File: src/rtl/tagged_sorter_if.sv
// tagged_sorter_if: start/busy/done handshake and data buses between the tagging controller and the sorter.
// Ports: start, in_data (controller -> sorter); busy, done, out_data, max_value, max_index (sorter -> controller).
interface tagged_sorter_if #(
  parameter int K = 4,
  parameter int SIZE = 16
);
  localparam int VW = $clog2(SIZE);
  localparam int IW = $clog2(K);
  localparam int EW = VW + IW;
  logic start;
  logic [EW*K-1:0] in_data;
  logic busy;
  logic done;
  logic [EW*K-1:0] out_data;
  logic [VW-1:0] max_value;
  logic [IW-1:0] max_index;
  modport master(output start, in_data, input busy, done, out_data, max_value, max_index);
  modport slave(input start, in_data, output busy, done, out_data, max_value, max_index);
endinterface

File: src/rtl/tagged_sorter.sv
// tagged_sorter: descending odd-even transposition sort of K {value,index} words, one phase per cycle.
// Ports: clk, rst (sync, active-high); bus.start/in_data load a sort in IDLE; bus.busy during phases;
// bus.done one-cycle pulse with out_data (slot 0 largest), max_value and max_index updated.
module tagged_sorter #(
  parameter int K = 4,
  parameter int SIZE = 16
) (
  input logic clk,
  input logic rst,
  tagged_sorter_if.slave bus
);
  localparam int VW = $clog2(SIZE);
  localparam int IW = $clog2(K);
  localparam int EW = VW + IW;
  localparam int PW = $clog2(K) + 1;
  typedef enum logic [1:0] {IDLE, SORT, DONE} state_t;
  state_t state;
  logic [PW-1:0] ph;
  logic [EW-1:0] w [K];
  logic [EW-1:0] nx [K];
  // Pairs start at even slots on even phases and odd slots on odd phases; pairs are disjoint.
  always_comb begin
    nx = w;
    for (int j = 0; j < K - 1; j++)
      if (j[0] == ph[0] && w[j] < w[j+1]) begin
        nx[j] = w[j+1];
        nx[j+1] = w[j];
      end
  end
  always_ff @(posedge clk) begin
    if (rst) begin
      state <= IDLE;
      ph <= '0;
      w <= '{default: '0};
      bus.busy <= 1'b0;
      bus.done <= 1'b0;
      bus.out_data <= '0;
      bus.max_value <= '0;
      bus.max_index <= '0;
    end else begin
      case (state)
        IDLE: begin
          bus.done <= 1'b0;
          if (bus.start) begin
            for (int j = 0; j < K; j++) w[j] <= bus.in_data[EW*j +: EW];
            ph <= '0;
            bus.busy <= 1'b1;
            state <= SORT;
          end
        end
        SORT: begin
          w <= nx;
          ph <= ph + 1'b1;
          // The last phase result goes straight to the shadow outputs.
          if (ph == PW'(K - 1)) begin
            for (int j = 0; j < K; j++) bus.out_data[EW*j +: EW] <= nx[j];
            bus.max_value <= nx[0][EW-1:IW];
            bus.max_index <= nx[0][IW-1:0];
            bus.busy <= 1'b0;
            bus.done <= 1'b1;
            state <= DONE;
          end
        end
        DONE: begin
          bus.done <= 1'b0;
          state <= IDLE;
        end
        default: state <= IDLE;
      endcase
    end
  end
endmodule

File: src/flat_wrapper.sv
// flat-port wrapper written by rule: the top's interface ports become plain ports
module tagged_sorter_flat 
#(
  parameter int K = 4,
  parameter int SIZE = 16
)
  (clk, rst, bus_start, bus_in_data, bus_busy, bus_done, bus_out_data, bus_max_value, bus_max_index);
  tagged_sorter_if #(.K(K), .SIZE(SIZE)) bus_i ();
  input logic clk;
  input logic rst;
  input wire logic [$bits(bus_i.start)-1:0] bus_start;
  input wire logic [$bits(bus_i.in_data)-1:0] bus_in_data;
  output wire logic [$bits(bus_i.busy)-1:0] bus_busy;
  output wire logic [$bits(bus_i.done)-1:0] bus_done;
  output wire logic [$bits(bus_i.out_data)-1:0] bus_out_data;
  output wire logic [$bits(bus_i.max_value)-1:0] bus_max_value;
  output wire logic [$bits(bus_i.max_index)-1:0] bus_max_index;
  assign bus_i.start = bus_start;
  assign bus_i.in_data = bus_in_data;
  assign bus_busy = bus_i.busy;
  assign bus_done = bus_i.done;
  assign bus_out_data = bus_i.out_data;
  assign bus_max_value = bus_i.max_value;
  assign bus_max_index = bus_i.max_index;
  tagged_sorter #(.K(K), .SIZE(SIZE)) u_core (.clk(clk), .rst(rst), .bus(bus_i));
endmodule
File: config.mk
export PLATFORM = sky130hd
export DESIGN_NAME = tagged_sorter_flat
export DESIGN_NICKNAME = d
export VERILOG_FILES = /design/src/rtl/tagged_sorter_if.sv /design/src/rtl/tagged_sorter.sv /design/src/flat_wrapper.sv
export SDC_FILE = /design/constraint.sdc
export NUM_CORES = 1
export LEC_CHECK = 0
export BUFFER_PORTS_ARGS = -buffer_cell sky130_fd_sc_hd__buf_2
export CORE_MARGIN = 8
export CORE_UTILIZATION = 30
export CTS_CLUSTER_SIZE = 12
export DETAILED_ROUTE_END_ITERATION = 16
export PLACE_DENSITY_LB_ADDON = 0.25
export SLEW_MARGIN = 10
export SYNTH_ARGS = -nofsm -noshare
export SYNTH_HDL_FRONTEND = slang
export SYNTH_SLANG_ARGS = --single-unit
File: constraint.sdc
create_clock -name clk -period 1.9 [get_ports clk]
set_input_delay 0.095 -clock clk [delete_from_list [all_inputs] [get_ports clk]]
set_output_delay 0.095 -clock clk [all_outputs]
set_load 0.02 [all_outputs]
==> results of run 1 <==
-- power groups by stage --
stage / Sequential, W / Clock, W / Combinational [W]
final: 0.00127 / 0.000651 / 0.00108
after global routing: 0.00128 / 0.000701 / 0.00116
after CTS: 0.00126 / 0.000666 / 0.000913
after detailed placement: 0.00129 / 0 / 0.000883
after global placement: 0.00129 / 0 / 0.000872
after floorplan: 0.00128 / 0 / 0.000540
-- stage by stage --
step                      hold slack [ns]  instance area [sq um]  setup WS [ns]  utilization [%]
final                              0.0549                   4130        -0.0776             42.1
after global routing               0.0736                   4130         -0.152             42.1
after CTS                          0.0716                   3860        -0.0793             39.3
after detailed placement            0.396                   3760         -0.112             38.3
after global placement              0.391                   3760        -0.0721             38.3
after floorplan                     0.284                   3050        0.00937                -
-- tightest hold or removal path, stage by stage --
cell and delay, ns:
buf_2 0.08, a22oi_1 0.06, o21ai_1 0.10
-- cells in the final DEF (no fill, tap or decap), types with 3 or more instances in the layout --
| cell type | count |
|---|---|
| a211oi_1 | 13 |
| a211oi_2 | 6 |
| a21oi_1 | 21 |
| a22oi_1 | 5 |
| a31oi_1 | 14 |
| and3_1 | 12 |
| buf_2 | 58 |
| buf_4 | 53 |
| clkbuf_8 | 5 |
| dfxtp_1 | 43 |
| dfxtp_2 | 10 |
| ha_1 | 13 |
| ha_4 | 4 |
| inv_1 | 15 |
| inv_2 | 3 |
| mux2i_1 | 27 |
| mux2i_2 | 7 |
| nand2_1 | 8 |
| nand2b_1 | 3 |
| nand3_1 | 5 |
| nand4_1 | 3 |
| nor2_1 | 32 |
| nor2b_1 | 9 |
| o21ai_0 | 22 |
| o21ai_1 | 5 |
| o21ai_2 | 5 |
| o221ai_2 | 4 |
-- area by class of cell --
cell class                 instances  area (sq um)
clock buffer                       7          76.3
clock inverter                     1          5.00
fill                            1019          5690
inverter                          18          67.6
multi-input combinational        249          1940
sequential                        55          1120
tap                              133           166
timing repair buffer             115           751
-- kinds of logic after synthesis --
group                      count (synthesis)
DFF                                       55
and+or+nand+nor                           83
buffers and inverters                     49
muxes                                     35
adders and majority gates                 17
AOI/OAI and AO/OA                        113
-- what timing repair did --
action | 4_1_cts | 5_1_grt
endpoints found under the setup margin | 37 | 47
setup buffers | 2 | 5
gates resized for setup | 4 | 58
gates cloned | 0 | 1
pin swaps | 0 | 9
-- final timing paths --
kind              slack, ns               to
setup / recovery      -0.08      u_core.w[5]
hold / removal         0.05      u_core.w[1]
setup reg to reg      -0.08      u_core.w[5]
hold reg to reg        0.47  u_core.bus.done
-- per-layer routing --
metal	GRT usage, %	share of wire [%]	vias to the layer above
li1	-	-	1471
met1	19.7	47	1397
met2	24.2	45	95
met3	3.05	6.3	13
met4	4.01	1.4	0
met5	0	0	-
-- registers in the layout, indices dropped and copies added, names as in the netlist --
register	cells
u_core.ph	3
u_core.bus.out_data	20
u_core.bus.max_index	1
u_core.bus.busy	1
u_core.bus.max_value	3
u_core.state	2
u_core.w	24
u_core.bus.done	1
==> out/metrics.cfg, run 1 <==
[synth]
synth_compound_area_share_pct=24.4
synth_fp_nets=396
synth.most_common_cell=dfxtp_1
yosys.area_share.adder_pct=7.00
synth.largest_area_cell=dfxtp_1
synth-seq-cells=55
yosys_most_used_dff=dfxtp_1
synthCells=352
synth_edf_count=0
async_flop_share_pct=0
synth_area_per_cell_sq_um=8.63
muxShareOfSynthArea_pct=11.5
synth.distinct_cells=37
ys_seq_area_share_pct=36.3
ys_top_cells_by_count=dfxtp_1 (55), mux2i_1 (35), nor2_1 (33)
yosys_warnings=0
synth_area_leaders=dfxtp_1 (36%), mux2i_1 (12%), ha_1 (7.0%), o21ai_0 (4.8%), a211oi_1 (4.7%)
synth_top_area_share_pct=36.3
synth_top_family_by_area=compound AO/OA/AOI/OAI gates
synth_simple_gate_area_share_pct=13.4
syn_area_sq_um=3040
synthXorXnorAreaFrac_pct=0

[critical_path]
max_stage_delay_ns=0.34
r2r_start=u_core.w[4]
worstSetupPathType=flop to flop
crit_required_ns=2.10
crit_path_start_kind=flop
cp_cell_sequence=inv_2 -> ha_4 -> a21o_1 -> a211o_1 -> a41oi_4 -> buf_12 -> nor4_1 -> a311o_1
reg2regPathDepth=8
crit_buf_inv=2
crit_fanout=13
critPathLaunch=u_core.w[4]
critical_path_depth=8
critPathTopFamily=compound AO/OA/AOI/OAI gates
endpoint_kind=flop
critPathArrivalTime_ns=2.18
crit_slowest_cell=dfxtp_2

[cts]
clk_latency_ns=0.31
cts_tree=yes
clock_path_buffers=2
holdBufCountCts=0
clk_pin_slew_worst_paths_ns=0.10
cts_sinks=55
clock-root-buffer=clkbuf_8
htree_num_levels=2
numCtsBuffers=5

[route]
first_iter_violations=180
dr.pass1.iters=4
vias=2976
drc_errors=0
wl_per_cell_microns=17.3
avgViaCountPerCell=5.15
routed_wl_mm=10.0
ant_nets=0

[power]
finalPower_w=0.00301
switching_power_w=0.000995
combPwrFrac_pct=36.1
p_sw_share_pct=33.1
ir_drop_mv=0.369
clock_power_share_pct=21.7
cellLeakagePower_nw=1.79
powerDensity_nw_per_um2=727
intPower_w=0.00201
seqPwrFrac_pct=42.3

[placement]
portBuffers=58
place_hpwl_mm=7.52
dp.cells=562
place_congestion=0.862

[worst_hold_path]
hold_class=primary input to flop
hp-start=bus_in_data[19]
min_path_cells=3

[floorplanning]
io_pins=59
core-area_sq_um=9820
rows=36
die_w_microns=117
fp.dieArea_sq_um=13600
initial_core_util_pct=30.9
die_y_microns=117

[finish]
post_layout_nonfiller_instances=578
drive_gt1_share_pct=40.0
synthToLayoutAreaGrowth_pct=36.1
layout.nets=488
antenna_cells=0

[global_route]
grt_usage_pct=14.9
grt_pass1_wl_mm=15.9
grt_max_degree=37
grt_pass1_vias=3032
globalRouteOverflowTotal=0
antenna_found_initial=0

[sta]
slew_headroom_pct=55.4
finalSetupViolations=16
tns_ns=-0.499
fin_crit_ns=1.98
finalHoldViolations=0
rsz0062_at_grt=yes
final-max-slew-violation-count=0
fmax_mhz=506
fin_crit_sh_pct=104
setup_ws_ns=-0.0776
tightest_slew_ns=0.666
fin_skew_ns=0.00744

[job]
cap_violations=0

[run_status]
violations=setup timing
status=finished with violations

(Power assumes the default switching activity.)
==> run 2, diff against run 1 <==
- ABC_AREA: default -> 1
==> run 2 against run 1 <==
The run now ends clean. Power rose by 7.9%. Fmax rose by 7.1%. Register-to-register slack improved by 0.13 ns. Clock power rose by 1%. Core utilization fell by 3.5 points. Sequential share of layout area rose by 1.2 points. Largest cell class unchanged. Worst setup slack improved by 0.13 ns. Highest routed layer unchanged. Final area fell by 4.4%. Count of clock-buffer cells in the layout fell by 1. Die area rose by 3.0%.
==> out/metrics.cfg, run 2 <==
[run_status]
status=finished, final reports clean

[cts]
clk_pin_slew_worst_paths_ns=0.10  ; about the same
clock-root-buffer=clkbuf_8
clock_path_buffers=2  ; unchanged
clk_latency_ns=0.31  ; about the same
cts_sinks=55  ; unchanged
htree_num_levels=2  ; unchanged
numCtsBuffers=5  ; unchanged
cts_tree=yes

[global_route]
grt_pass1_wl_mm=15.6  ; -1.6%
grt_max_degree=36  ; -2.7%
globalRouteOverflowTotal=0  ; unchanged
grt_usage_pct=13.5  ; -1.4 points
antenna_found_initial=0  ; unchanged
grt_pass1_vias=3044  ; +0.40%

[floorplanning]
die_w_microns=118  ; +1.5%
initial_core_util_pct=30.7  ; -0.20 points
io_pins=59  ; unchanged
core-area_sq_um=10200  ; +4.2%
rows=37  ; +2.8%
die_y_microns=118  ; +1.5%
fp.dieArea_sq_um=14000  ; +3.0%

[route]
wl_met3_microns=467  ; -26%
vias=3195  ; +7.4%
dr.pass1.iters=5  ; +1
wl_met1_mm=4.65  ; -1.4%
wl_per_cell_microns=15.0  ; -14%
drc_errors=0  ; unchanged
top_layer=met4
avgViaCountPerCell=4.87  ; -5.4%
routed_wl_mm=9.83  ; -1.9%
ant_nets=0  ; unchanged
met2_length_mm=4.58  ; +1.1%
first_iter_violations=208  ; +16%

[finish]
regMostFlops=u_core.w
top_regs=u_core.w x24, u_core.bus.out_data x20
layout.nets=563  ; +15%
final_common_cell=nand2_1
drive_gt1_share_pct=29.2  ; -11 points
antenna_cells=0  ; unchanged
synthToLayoutAreaGrowth_pct=25.7
layout_common_cells=nand2_1 (87), nand3_1 (61), buf_2 (58)
largest_reg_flops=24  ; unchanged

[synth]
synth_area_per_cell_sq_um=7.06  ; -18%
ys_top_cells_by_count=nand2_1 (88), nand3_1 (63), dfxtp_1 (55)
synth.most_common_cell=nand2_1
synth_area_leaders=dfxtp_1 (35%), nand2_1 (11%), nand3_1 (10%), ha_1 (6.8%), o21ai_0 (6.2%)
async_flop_share_pct=0  ; unchanged
syn_area_sq_um=3140  ; +3.5%
ys_seq_area_share_pct=35.0  ; -1.2 points
synth_fp_nets=489  ; +23%
synthCells=445  ; +26%
synth.distinct_cells=32  ; -14%
synth_edf_count=0  ; unchanged
synth-seq-cells=55  ; unchanged
yosys_warnings=0  ; unchanged
yosys_most_used_dff=dfxtp_1
synth.largest_area_cell=dfxtp_1
synth_top_area_share_pct=35.0  ; -1.2 points

[sta]
slew_headroom_pct=30.7  ; -25 points
finalSetupViolations=0  ; -16
tns_ns=0  ; +0.499 ns
hold_slack_ns=0.0938  ; +0.0389 ns
fin_crit_ns=1.85  ; -0.131 ns
fin_skew_ns=0.00672  ; -0.000716 ns
setup_ws_ns=0.0538  ; +0.131 ns
fin_crit_sh_pct=97.2  ; -6.9 points
fmax_mhz=542  ; +7.1%
tightest_slew_ns=1.03  ; +0.367 ns
finalHoldViolations=0  ; unchanged
rsz0062_at_grt=yes
final-max-slew-violation-count=0  ; unchanged

[power]
powerDensity_nw_per_um2=821  ; +13%
ir_drop_mv=0.291  ; -21%
cellLeakagePower_nw=1.82  ; +1.9%

[placement]
place_congestion=0.886  ; +2.8%
pre_cts_slack_ns=-0.0607  ; +0.0513 ns
place_hpwl_mm=7.42  ; -1.3%
portBuffers=58  ; unchanged

[worst_hold_path]
min_path_cells=3  ; unchanged
hold_class=primary input to flop
min_to=u_core.w[18]
hp-start=bus_in_data[0]

[critical_path]
endpoint_kind=flop
reg2regPathDepth=11  ; +3
worstSetupPathType=flop to flop
crit_path_start_kind=flop
critPathArrivalTime_ns=2.05  ; -0.13 ns
r2r_start=u_core.w[5]
crit_fanout=5  ; -8
r2r_end=u_core.w[3]
crit_required_ns=2.10  ; about the same
r2r_slack_ns=0.05  ; +0.13 ns

[job]
cap_violations=0  ; unchanged

==> run 2: cell types whose count changed after synthesis, sizes merged, moves of 6 or more <==
cell    before  now
a211oi      19    0
a31oi       16    4
and3        12    0
buf         15   21
clkbuf      16    6
inv         18   51
mux2i       35    0
nand2        8   94
nand3        5   66
nor2b       11    0
o21ai       32   60
o221ai       6    0
==> run 2: power breakdown <==
group / total, W / leakage [nW] / switching (W) / internal (W)
registers: 0.00129 / 0.453 / 0.0000709 / 0.00122
clock network: 0.000659 / 0.0412 / 0.000400 / 0.000259
logic: 0.00129 / 1.33 / 0.000778 / 0.000516
total: 0.00324 / 1.82 / 0.00125 / 0.00199
==> run 2: per-stage QoR <==
stage / std cells / power (W) / instance area, sq um / util [%]
after floorplan: 445 / 0.00205 / 3140 / -
after global placement: 637 / 0.00235 / 3620 / 35.4
after detailed placement: 637 / 0.00236 / 3620 / 35.4
after CTS: 647 / 0.00305 / 3740 / 36.5
after global routing: 656 / 0.00345 / 3950 / 38.6
final: 656 / 0.00324 / 3950 / 38.6
==> run 2: kinds of logic after synthesis <==
group / Yosys count / synth area share (%)
AO/OA/AOI/OAI: 99 / 16.8
flip-flops: 55 / 35.0
adder cells (fa/ha/maj): 17 / 6.77
buffers and inverters: 80 / 11.9
AND/OR/NAND/NOR: 194 / 29.5
==> run 2: worst max path at each step <==
stage                 start           end
2_1_floorplan  u_core.w[15]  u_core.w[21]
3_3_place_gp   u_core.w[15]  u_core.w[20]
3_5_place_dp   u_core.w[16]  u_core.w[20]
4_1_cts         u_core.w[5]   u_core.w[1]
5_1_grt         u_core.w[5]   u_core.w[3]
6_report        u_core.w[5]   u_core.w[3]
==> run 2: worst max-delay path: stages, from the launching register on <==
cell and delay, ns:
dfxtp_1 0.35, inv_1 0.10, ha_4 0.28, nand3_1 0.10, nor2_1 0.18, nor2_4 0.05
nand2_2 0.12, buf_6 0.14, nand2_1 0.05, o21ai_1 0.13, nor2_1 0.06, o21a_1 0.17
==> run 2: what timing repair did <==
action	4_1_cts	5_1_grt
setup buffers	2	7
resized for setup	3	39
pin swaps	1	13
setup endpoints to repair	4	39
hold buffers	0	0
gates cloned	0	2
==> run 2: area by class of cell <==
class                   count  area [sq um]
repair buffers             92           569
clock inverters             2          12.5
fillers                  1066          6280
inverters                  53           204
multi-input cells         312          1800
flip-flops and latches     55          1120
clock buffers               6          72.6
well taps                 136           170
==> run 2: per-layer routing <==
metal	vias up	track usage, %
li1	1612	-
met1	1483	17.4
met2	89	22.7
met3	11	2.24
met4	0	4.00
met5	-	0
==> run 3, diff against run 2 <==
- CTS_BUF_LIST: default -> sky130_fd_sc_hd__clkbuf_4 sky130_fd_sc_hd__clkbuf_8 sky130_fd_sc_hd__clkbuf_16
- SLEW_MARGIN: 10 -> 20
==> run 3 against run 2 <==
Sequential share of layout area is 0.13 points lower. Combinational power hardly changed. Critical path depth stayed put. Fmax is 1.7% higher. Die area stayed put. Power is 1.0% higher. Clock power is 3% higher. Worst setup slack better by 0.032 ns. Critical endpoint is now u_core.bus.max_value[1]. Largest cell class unchanged.
==> out/metrics.cfg, run 3 (synthesized netlist as in run 2, its figures left out) <==
[floorplanning]
die_w_microns=118  ; unchanged
initial_core_util_pct=30.7  ; unchanged
io_pins=59  ; unchanged
fp.dieArea_sq_um=14000  ; unchanged
core-area_sq_um=10200  ; unchanged
die_y_microns=118  ; unchanged
rows=37  ; unchanged

[route]
drc_errors=0  ; unchanged
first_iter_violations=143  ; -31%
dr.pass1.iters=4  ; -1
ant_nets=0  ; unchanged
wl_per_cell_microns=15.1  ; +0.55%
vias=3198  ; +0.094%
avgViaCountPerCell=4.88  ; about the same
routed_wl_mm=9.88  ; +0.55%

[cts]
numCtsBuffers=5  ; unchanged
cts_sinks=55  ; unchanged
clk_pin_slew_worst_paths_ns=0.10  ; about the same
cts_tree=yes
clock_path_buffers=2  ; unchanged
clk_latency_ns=0.31  ; about the same
htree_num_levels=2  ; unchanged
clock-root-buffer=clkbuf_8

[critical_path]
crit_end=u_core.bus.max_value[1]
critPathLaunch=u_core.w[15]
r2r_slack_ns=0.09  ; +0.03 ns
crit_path_start_kind=flop
critical_path_depth=11  ; unchanged
crit_buf_inv=3  ; +1
r2r_start=u_core.w[15]
crit_slowest_cell=dfxtp_2
worstSetupPathType=flop to flop
critPathArrivalTime_ns=2.07  ; +0.02 ns
cp_cell_sequence=inv_2 -> ha_4 -> nand2_1 -> nand2_2 -> a21oi_4 -> nand2_8 -> buf_4 -> nand2_1 -> o21ai_4 -> buf_4 -> o21ai_1
endpoint_kind=flop
critPathTopFamily=compound AO/OA/AOI/OAI gates
reg2regPathDepth=11  ; unchanged
max_stage_delay_ns=0.38  ; +0.03 ns
crit_required_ns=2.16  ; +0.06 ns
crit_fanout=7  ; +2
r2r_end=u_core.bus.max_value[1]

[sta]
fin_crit_ns=1.81  ; -0.0315 ns
slew_headroom_pct=29.4  ; -1.3 points
finalHoldViolations=0  ; unchanged
fin_crit_sh_pct=95.5  ; -1.7 points
fin_skew_ns=0.00870  ; +0.00198 ns
tightest_slew_ns=1.05  ; +0.0197 ns
hold_slack_ns=0.0999  ; +0.00613 ns
fmax_mhz=551  ; +1.7%
final-max-slew-violation-count=0  ; unchanged
finalSetupViolations=0  ; unchanged

[finish]
layout_common_cells=nand2_1 (88), nand3_1 (60), buf_2 (58)
drive_gt1_share_pct=30.2  ; +0.96 points
final_common_cell=nand2_1
synthToLayoutAreaGrowth_pct=26.3
finish.utilization_pct=38.8  ; +0.17 points
layout.nets=563  ; unchanged
largest_reg_flops=24  ; unchanged
antenna_cells=0  ; unchanged
top_regs=u_core.w x24, u_core.bus.out_data x20
regMostFlops=u_core.w

[worst_hold_path]
hold_class=primary input to flop

[placement]
place_congestion=0.886  ; unchanged
place_hpwl_mm=7.42  ; unchanged
portBuffers=58  ; unchanged

[global_route]
antenna_found_initial=0  ; unchanged
globalRouteOverflowTotal=0  ; unchanged
grt_usage_pct=13.5  ; +0.020 points
grt_pass1_vias=3050  ; +0.20%
grt_max_degree=36  ; unchanged
grt_pass1_wl_mm=15.7  ; +0.18%

[power]
cellLeakagePower_nw=1.83  ; +0.54%
ir_drop_mv=0.297  ; +1.9%
powerDensity_nw_per_um2=826  ; +0.59%

[job]
cap_violations=0  ; unchanged

[run_status]
status=finished, final reports clean

[run 3: what timing repair did]
item	CTS	global route
pin swaps	1	10
gates resized for setup	4	42
hold buffers	0	0
setup endpoints to repair	5	37
gates cloned	0	2
setup buffers	2	7
[run 3: worst min-delay path, stage by stage]
cell and delay [ns]:
buf_2 0.08, o21ai_0 0.07, a21oi_1 0.13
[run 3: layout make-up]
type	instances	area (sq um)
repair buffers	92	566
multi-input cells	312	1820
well taps	136	170
clock buffers	6	76.3
flip-flops and latches	55	1120
inverters	53	204
fillers	1062	6260
clock inverters	2	12.5
[run 3: worst min path at each step]
stage / start / to / slack (ns) / depth (start not counted)
2_1_floorplan: bus_in_data[20] / u_core.w[2] / 0.31 / 2
3_3_place_gp: bus_in_data[0] / u_core.w[18] / 0.41 / 3
3_5_place_dp: bus_in_data[5] / u_core.w[23] / 0.43 / 3
4_1_cts: bus_in_data[22] / u_core.w[4] / 0.1 / 3
5_1_grt: bus_in_data[22] / u_core.w[4] / 0.11 / 3
6_report: bus_in_data[22] / u_core.w[4] / 0.1 / 3
[run 3: per-layer routing]
layer | GRT usage (%) | wire, microns
met4 | 4.00 | 150
met5 | 0 | 0
met2 | 22.8 | 4620
met1 | 17.4 | 4550
met3 | 2.24 | 555
[run 3: stage by stage]
stage | cell area [sq um] | std cells | TNS [ns] | power, W | setup slack (ns)
after floorplan | 3140 | 445 | 0 | 0.00205 | 0.220
after global placement | 3620 | 637 | -0.0631 | 0.00235 | -0.0631
after detailed placement | 3620 | 637 | -0.0801 | 0.00236 | -0.0607
after CTS | 3740 | 647 | 0 | 0.00307 | 0.0146
after global routing | 3970 | 656 | -0.0308 | 0.00349 | -0.0168
final | 3970 | 656 | 0 | 0.00328 | 0.0853
[run 3: where the power goes]
group | internal (W) | total (W) | switching [W] | leakage (nW)
Combinational | 0.000520 | 0.00131 | 0.000788 | 1.33
Sequential | 0.00122 | 0.00129 | 0.0000704 | 0.453
Clock | 0.000274 | 0.000678 | 0.000405 | 0.0446
Total | 0.00201 | 0.00328 | 0.00126 | 1.83
